==> src/rtl/instr_fetch_pkg.sv <==
// Shared CPU fetch definitions: FSM state encoding, reset PC, NOP word and
// the word-alignment helper used on redirect targets.
package instr_fetch_pkg;

    typedef enum logic [1:0] {
        ST_IDLE = 2'd0,
        ST_REQ  = 2'd1,
        ST_WAIT = 2'd2,
        ST_FULL = 2'd3
    } if_state_e;

    localparam logic [31:0] RESET_PC_DEFAULT = 32'h0000_3000;
    localparam logic [31:0] NOP_INSTR        = 32'h0000_0000;

    function automatic logic [31:0] word_align(input logic [31:0] addr);
        return addr & 32'hFFFF_FFFC;
    endfunction

endpackage

==> src/rtl/pc_reg.sv <==
// Fetch PC register: a redirect loads the word-aligned target and wins over
// the +4 advance; one-cycle update, no backpressure of its own.
module pc_reg
    import instr_fetch_pkg::*;
#(
    parameter logic [31:0] RESET_PC = RESET_PC_DEFAULT
) (
    input  logic        clk,
    input  logic        rst,
    input  logic        load_target,
    input  logic [31:0] target,
    input  logic        incr,
    output logic [31:0] pc
);

    logic [31:0] pc_q;
    logic [31:0] pc_d;

    always_comb begin
        pc_d = pc_q;
        if (load_target) begin
            pc_d = word_align(target);
        end else if (incr) begin
            pc_d = pc_q + 32'd4;
        end
    end

    always_ff @(posedge clk or posedge rst) begin
        if (rst) begin
            pc_q <= RESET_PC;
        end else begin
            pc_q <= pc_d;
        end
    end

    assign pc = pc_q;

endmodule

==> src/rtl/instr_fetch.sv <==
// Single-outstanding instruction fetch: REQ -> WAIT -> FULL, 3-cycle minimum issue interval.
// Holds the request until granted and the instruction until consumed; redirects kill in-flight data.
module instr_fetch
    import instr_fetch_pkg::*;
#(
    parameter logic [31:0] RESET_PC = RESET_PC_DEFAULT
) (
    input  logic        i_InstrFetch_clk,
    input  logic        i_InstrFetch_rst,
    output logic        o_InstrFetch_imemReq,
    output logic [31:0] o_InstrFetch_imemAddr,
    input  logic        i_InstrFetch_imemGnt,
    input  logic        i_InstrFetch_imemRvalid,
    input  logic [31:0] i_InstrFetch_imemRdata,
    output logic        o_InstrFetch_valid,
    input  logic        i_InstrFetch_ready,
    output logic [31:0] o_InstrFetch_instr,
    output logic [5:0]  o_InstrFetch_opcode,
    output logic [5:0]  o_InstrFetch_funct,
    output logic [31:0] o_InstrFetch_pc,
    output logic [31:0] o_InstrFetch_pcPlus4,
    input  logic        i_InstrFetch_redirect,
    input  logic [31:0] i_InstrFetch_target
);

    if_state_e   state_q, state_d;
    logic        kill_q, kill_d;
    logic        valid_q, valid_d;
    logic        imem_req_q, imem_req_d;
    logic [31:0] instr_q, instr_d;
    logic [31:0] instr_pc_q, instr_pc_d;
    logic [31:0] pc;
    logic        pc_incr;

    // Every redirect retargets the PC regardless of state.
    pc_reg #(
        .RESET_PC (RESET_PC)
    ) u_pc_reg (
        .clk         (i_InstrFetch_clk),
        .rst         (i_InstrFetch_rst),
        .load_target (i_InstrFetch_redirect),
        .target      (i_InstrFetch_target),
        .incr        (pc_incr),
        .pc          (pc)
    );

    always_comb begin
        state_d    = state_q;
        kill_d     = kill_q;
        valid_d    = valid_q;
        imem_req_d = imem_req_q;
        instr_d    = instr_q;
        instr_pc_d = instr_pc_q;
        pc_incr    = 1'b0;
        case (state_q)
            ST_IDLE: begin
                state_d    = ST_REQ;
                imem_req_d = 1'b1;
            end
            ST_REQ: begin
                if (i_InstrFetch_imemGnt) begin
                    state_d    = ST_WAIT;
                    imem_req_d = 1'b0;
                    kill_d     = i_InstrFetch_redirect;
                end
            end
            ST_WAIT: begin
                if (i_InstrFetch_imemRvalid) begin
                    if (kill_q || i_InstrFetch_redirect) begin
                        kill_d     = 1'b0;
                        state_d    = ST_REQ;
                        imem_req_d = 1'b1;
                    end else begin
                        instr_d    = i_InstrFetch_imemRdata;
                        instr_pc_d = pc;
                        pc_incr    = 1'b1;
                        valid_d    = 1'b1;
                        state_d    = ST_FULL;
                    end
                end else if (i_InstrFetch_redirect) begin
                    kill_d = 1'b1;
                end
            end
            ST_FULL: begin
                // A redirect coinciding with ready still counts as the consume.
                if (i_InstrFetch_ready || i_InstrFetch_redirect) begin
                    valid_d    = 1'b0;
                    state_d    = ST_REQ;
                    imem_req_d = 1'b1;
                end
            end
            default: begin
                state_d    = ST_IDLE;
                imem_req_d = 1'b0;
                valid_d    = 1'b0;
            end
        endcase
    end

    always_ff @(posedge i_InstrFetch_clk or posedge i_InstrFetch_rst) begin
        if (i_InstrFetch_rst) begin
            state_q    <= ST_IDLE;
            kill_q     <= 1'b0;
            valid_q    <= 1'b0;
            imem_req_q <= 1'b0;
            instr_q    <= NOP_INSTR;
            instr_pc_q <= RESET_PC;
        end else begin
            state_q    <= state_d;
            kill_q     <= kill_d;
            valid_q    <= valid_d;
            imem_req_q <= imem_req_d;
            instr_q    <= instr_d;
            instr_pc_q <= instr_pc_d;
        end
    end

    assign o_InstrFetch_imemReq  = imem_req_q;
    assign o_InstrFetch_imemAddr = pc;
    assign o_InstrFetch_valid    = valid_q;
    assign o_InstrFetch_instr    = instr_q;
    assign o_InstrFetch_opcode   = instr_q[31:26];
    assign o_InstrFetch_funct    = instr_q[5:0];
    assign o_InstrFetch_pc       = instr_pc_q;
    assign o_InstrFetch_pcPlus4  = instr_pc_q + 32'd4;

endmodule

==> config.mk <==
export PLATFORM = sky130hd
export DESIGN_NAME = instr_fetch
export DESIGN_NICKNAME = d
export VERILOG_FILES = /design/src/rtl/instr_fetch_pkg.sv /design/src/rtl/pc_reg.sv /design/src/rtl/instr_fetch.sv
export SDC_FILE = /design/constraint.sdc
export NUM_CORES = 1
export LEC_CHECK = 0
export CAP_MARGIN = 20
export CORE_MARGIN = 4
export CORE_UTILIZATION = 30
export DETAILED_ROUTE_END_ITERATION = 6
export GPL_TIMING_DRIVEN = 0
export SLEW_MARGIN = 20
export SYNTH_ARGS = -nofsm -noshare
export SYNTH_HDL_FRONTEND = slang
export SYNTH_SLANG_ARGS = --single-unit
==> constraint.sdc <==
create_clock -name i_InstrFetch_clk -period 6.7 [get_ports i_InstrFetch_clk]
set_input_delay 1.005 -clock i_InstrFetch_clk [delete_from_list [all_inputs] [get_ports i_InstrFetch_clk]]
set_output_delay 1.005 -clock i_InstrFetch_clk [all_outputs]
set_load 0.02 [all_outputs]
==> tab_implementation.tex <==
\begin{tabular}{lr}
\hline
Metric & Value \\
\hline
\multicolumn{2}{l}{\textbf{Outcome}} \\
Run status & finished clean \\
\multicolumn{2}{l}{\textbf{Pwr}} \\
Power per standard cell area & 379 nW/um\^{}2 \\
Total power & 2970 uW \\
Maximum resistive drop on vdd & 176 uV \\
Static power due to leakage & 0.00330 uW \\
\multicolumn{2}{l}{\textbf{Cells and area}} \\
Fillers & 1589 \\
Number of nets in the finished design & 777 \\
Seq. cell area & 2430 um\^{}2 \\
Area growth from synthesis to layout & 52.4\% \\
Max reg flops & 32 \\
Area used by multi-input combinational logic & 2420 um\^{}2 \\
Final Instance Area & 7840 um\^{}2 \\
Number of diodes & 0 \\
Fraction of final layout cells with drive strength greater than 1 & 0.139 \\
\multicolumn{2}{l}{\textbf{Logic synthesis}} \\
Cell area after synthesis & 5140 um\^{}2 \\
Cell variety after synth & 52 \\
EDFF count, synth & 0 \\
Share of synthesized area occupied by flip-flops and latches & 0.473 \\
Synth Area per Inst & 10.6 um\^{}2 \\
Most area-consuming cells after synthesis & sky130\_fd\_sc\_hd\_\_dfrtp\_1 45\%, sky130\_fd\_sc\_hd\_\_mux2\_2 8.1\%, sky130\_fd\_sc\_hd\_\_mux2\_1 4.4\%, sky130\_fd\_sc\_hd\_\_nand2\_1 3.6\%, sky130\_fd\_sc\_hd\_\_xor2\_1 3.4\% \\
Predominant post-synthesis flop cell & sky130\_fd\_sc\_hd\_\_dfrtp\_1 \\
Fraction of synthesized cell area taken by the top area cell type & 0.452 \\
Number of warnings issued by yosys & 0 \\
Cell taking the most area after synthesis & sky130\_fd\_sc\_hd\_\_dfrtp\_1 \\
Count of state elements after synthesis & 97 \\
Gate Count Post-Synth & 483 \\
Fraction of registers with async set/reset & 1.00 \\
\multicolumn{2}{l}{\textbf{CTS}} \\
CTS H-tree lvls & 3 \\
Total clock sinks & 97 \\
CTS Hold Bufs & 0 \\
Number of buffers added by the clock tree synthesis step & 9 \\
Clock root buffer & sky130\_fd\_sc\_hd\_\_clkbuf\_16 \\
Post-cts sizing count & 0 \\
Max clock buf depth & 2 \\
Clock-pin slew on the worst setup and hold paths & 70 ps \\
CTS tree & built \\
\# Post-CTS Setup Buffers & 0 \\
Worst-Skew Late Latency & 340 ps \\
\multicolumn{2}{l}{\textbf{Global routing}} \\
Total Routing Usage GR & 0.174 \\
Antenna violations before repair & 0 \\
Remaining global-route overflow & 0 \\
Via count of the first global-routing pass & 4727 \\
Global-route wire length before repair & 26900 um \\
Pin count of the biggest net entering global routing & 73 \\
\multicolumn{2}{l}{\textbf{Timing}} \\
Max-slew headroom at the worst pin & 0.520 \\
Number of hold-slack violations in the final timing report & 0 \\
Max frequency & 0.261 GHz \\
Period minus WS final & 3830 ps \\
Actual transition at the worst max-transition pin & 713 ps \\
Worst Skew & 5.45 ps \\
Final TNS setup & 0 ps \\
Final slew viol count & 0 \\
Endpoints failing setup & 0 \\
Final Cycle Share & 0.571 \\
RSZ-0062 raised after global routing & no \\
\multicolumn{2}{l}{\textbf{Detailed routing}} \\
Drt first pass iters & 4 \\
Overall routed net length & 16900 um \\
Post-detailed-route DRC marker count & 0 \\
DR iter-0 viols & 302 \\
Via-per-instance ratio & 4.96 \\
Antenna-violating nets left & 0 \\
Drt wl/cell & 18.2 um \\
Total number of vias & 4600 \\
\multicolumn{2}{l}{\textbf{Min path}} \\
WHS Endpoint & o\_InstrFetch\_instr[12] \\
Path class of the lowest-slack min-delay path & flop to flop \\
Hold path depth & 1 \\
Start point of the worst hold path & o\_InstrFetch\_instr[12] \\
\multicolumn{2}{l}{\textbf{Place}} \\
Placement Cell Area & 7490 um\^{}2 \\
Number of port buffers & 202 \\
Global placement routability congestion & 0.852 \\
Detailed placement HPWL & 13200 um \\
\multicolumn{2}{l}{\textbf{Critical path}} \\
R2r worst-path depth & 9 \\
Worst Path Class, Setup & flop to primary output \\
Critical path cell sequence & nand4\_1, or4\_1, nor3\_1, xor2\_1, clkdlybuf4s50\_1 \\
Slowest library cell on the worst path & sky130\_fd\_sc\_hd\_\_dfstp\_2 \\
Reg-to-reg slack, setup & 4530 ps \\
Worst EP required & 5690 ps \\
Arrival time at the worst endpoint & 2820 ps \\
FF-to-FF End & u\_pc\_reg.pc[29] \\
CP max stage delay & 630 ps \\
CP endpoint kind & primary output \\
Critical path launch point type & flop \\
Critical path peak fanout & 7 \\
Critical R2R Launch & state\_q[0] \\
\multicolumn{2}{l}{\textbf{Floorplan}} \\
Initial core utilization & 0.308 \\
Height of the chip & 139 um \\
Chip Width & 139 um \\
Cell Rows & 47 \\
Area of the core region & 16700 um\^{}2 \\
Number of top-level design ports & 212 \\
Area of the die & 19300 um\^{}2 \\
\multicolumn{2}{l}{\textbf{Run}} \\
Max Cap Violations & 0 \\
\hline
\end{tabular}
## cell families after synthesis
kind of cell | Yosys count | synth area share
xor gates and xnor gates | 38 | 0.0647
AOI/OAI and AO/OA | 63 | 0.0837
DFF | 97 | 0.473
and+or+nand+nor | 167 | 0.180
muxes | 58 | 0.127
other | 1 | 0.000729
buffers and inverters | 54 | 0.0594
adders and majority gates | 5 | 0.0122
## power breakdown
part | total [uW] | switching, uW | internal [uW]
clock | 606 | 237 | 369
combinational | 1380 | 652 | 726
sequential | 986 | 212 | 775
total | 2970 | 1100 | 1870
## stage by stage
stage                      util  worst slack [ps]  std cells  hold WS (ps)
after floorplan               -              3170        488           506
after global placement    0.447              1540        910           471
after detailed placement  0.449              3220        911           475
after CTS                 0.470              2840        927           491
after global routing      0.470              2590        927           509
final                     0.470              2870        927           488
## area by class of cell
cell class | instances | area share
multi-input combinational | 337 | 0.309
sequential | 97 | 0.310
timing repair buffer | 203 | 0.261
clock buffer | 9 | 0.0287
tap | 220 | 0.0351
clock inverter | 7 | 0.0158
inverter | 13 | 0.00686
buffer | 41 | 0.0327
## cells in the mapped netlist, drive strengths merged (11+ instances only)
cell,number
inv,13
nor2,15
dfrtp,93
nand2,49
buf,33
nand3,28
xor2,20
or4,11
mux2,57
and4,11
nand4,21
xnor2,18
o21ai,19
## layer usage
metal,wire length (um),GRT usage,vias to the layer above,share of wire
met5,0,0,-,0
met4,148,0.0458,0,0.0088
met3,1050,0.0417,10,0.062
met2,8280,0.292,147,0.49
met1,7400,0.225,2245,0.44
li1,-,-,2198,-
## layout by cell type, fill, tap and decap left out, types with 7 or more instances in the layout
master | synthesis | final
sky130_fd_sc_hd__and4_1 | 11 | 11
sky130_fd_sc_hd__xor2_1 | 20 | 20
sky130_fd_sc_hd__xnor2_1 | 18 | 18
sky130_fd_sc_hd__o211ai_1 | 8 | 8
sky130_fd_sc_hd__o21ai_0 | 10 | 10
sky130_fd_sc_hd__nor3_1 | 10 | 10
sky130_fd_sc_hd__o311ai_1 | 8 | 8
sky130_fd_sc_hd__nand4_1 | 18 | 18
sky130_fd_sc_hd__buf_2 | 10 | 10
sky130_fd_sc_hd__nand2_1 | 49 | 49
sky130_fd_sc_hd__buf_4 | 20 | 20
sky130_fd_sc_hd__clkbuf_1 | 8 | 8
sky130_fd_sc_hd__mux2_2 | 37 | 37
sky130_fd_sc_hd__clkdlybuf4s50_1 | 0 | 202
sky130_fd_sc_hd__mux2_1 | 20 | 20
sky130_fd_sc_hd__clkbuf_16 | 0 | 9
sky130_fd_sc_hd__or4_1 | 11 | 11
sky130_fd_sc_hd__nand3_1 | 28 | 28
sky130_fd_sc_hd__nor2_1 | 15 | 15
sky130_fd_sc_hd__dfrtp_1 | 93 | 93
sky130_fd_sc_hd__a31oi_1 | 7 | 7
sky130_fd_sc_hd__o21ai_1 | 9 | 9
sky130_fd_sc_hd__inv_1 | 12 | 11
## worst max-delay path by stage
stage	from	slack (ps)	to
floorplan	i_InstrFetch_rst	3170	kill_q
global placement	i_InstrFetch_rst	1540	o_InstrFetch_pc[24]
detailed placement	o_InstrFetch_pc[12]	3220	o_InstrFetch_pcPlus4[30]
CTS	o_InstrFetch_pc[12]	2840	o_InstrFetch_pcPlus4[30]
global route	o_InstrFetch_pc[12]	2590	o_InstrFetch_pcPlus4[27]
finish	o_InstrFetch_pc[12]	2870	o_InstrFetch_pcPlus4[30]
## critical path, delay by kind of cell (launching register included)
family	cells	cell delay [ps]
DFF	1	630
xor gates and xnor gates	1	170
and+or+nand+nor	3	1070
buffers and inverters	1	620
(Power assumes the default switching activity.)
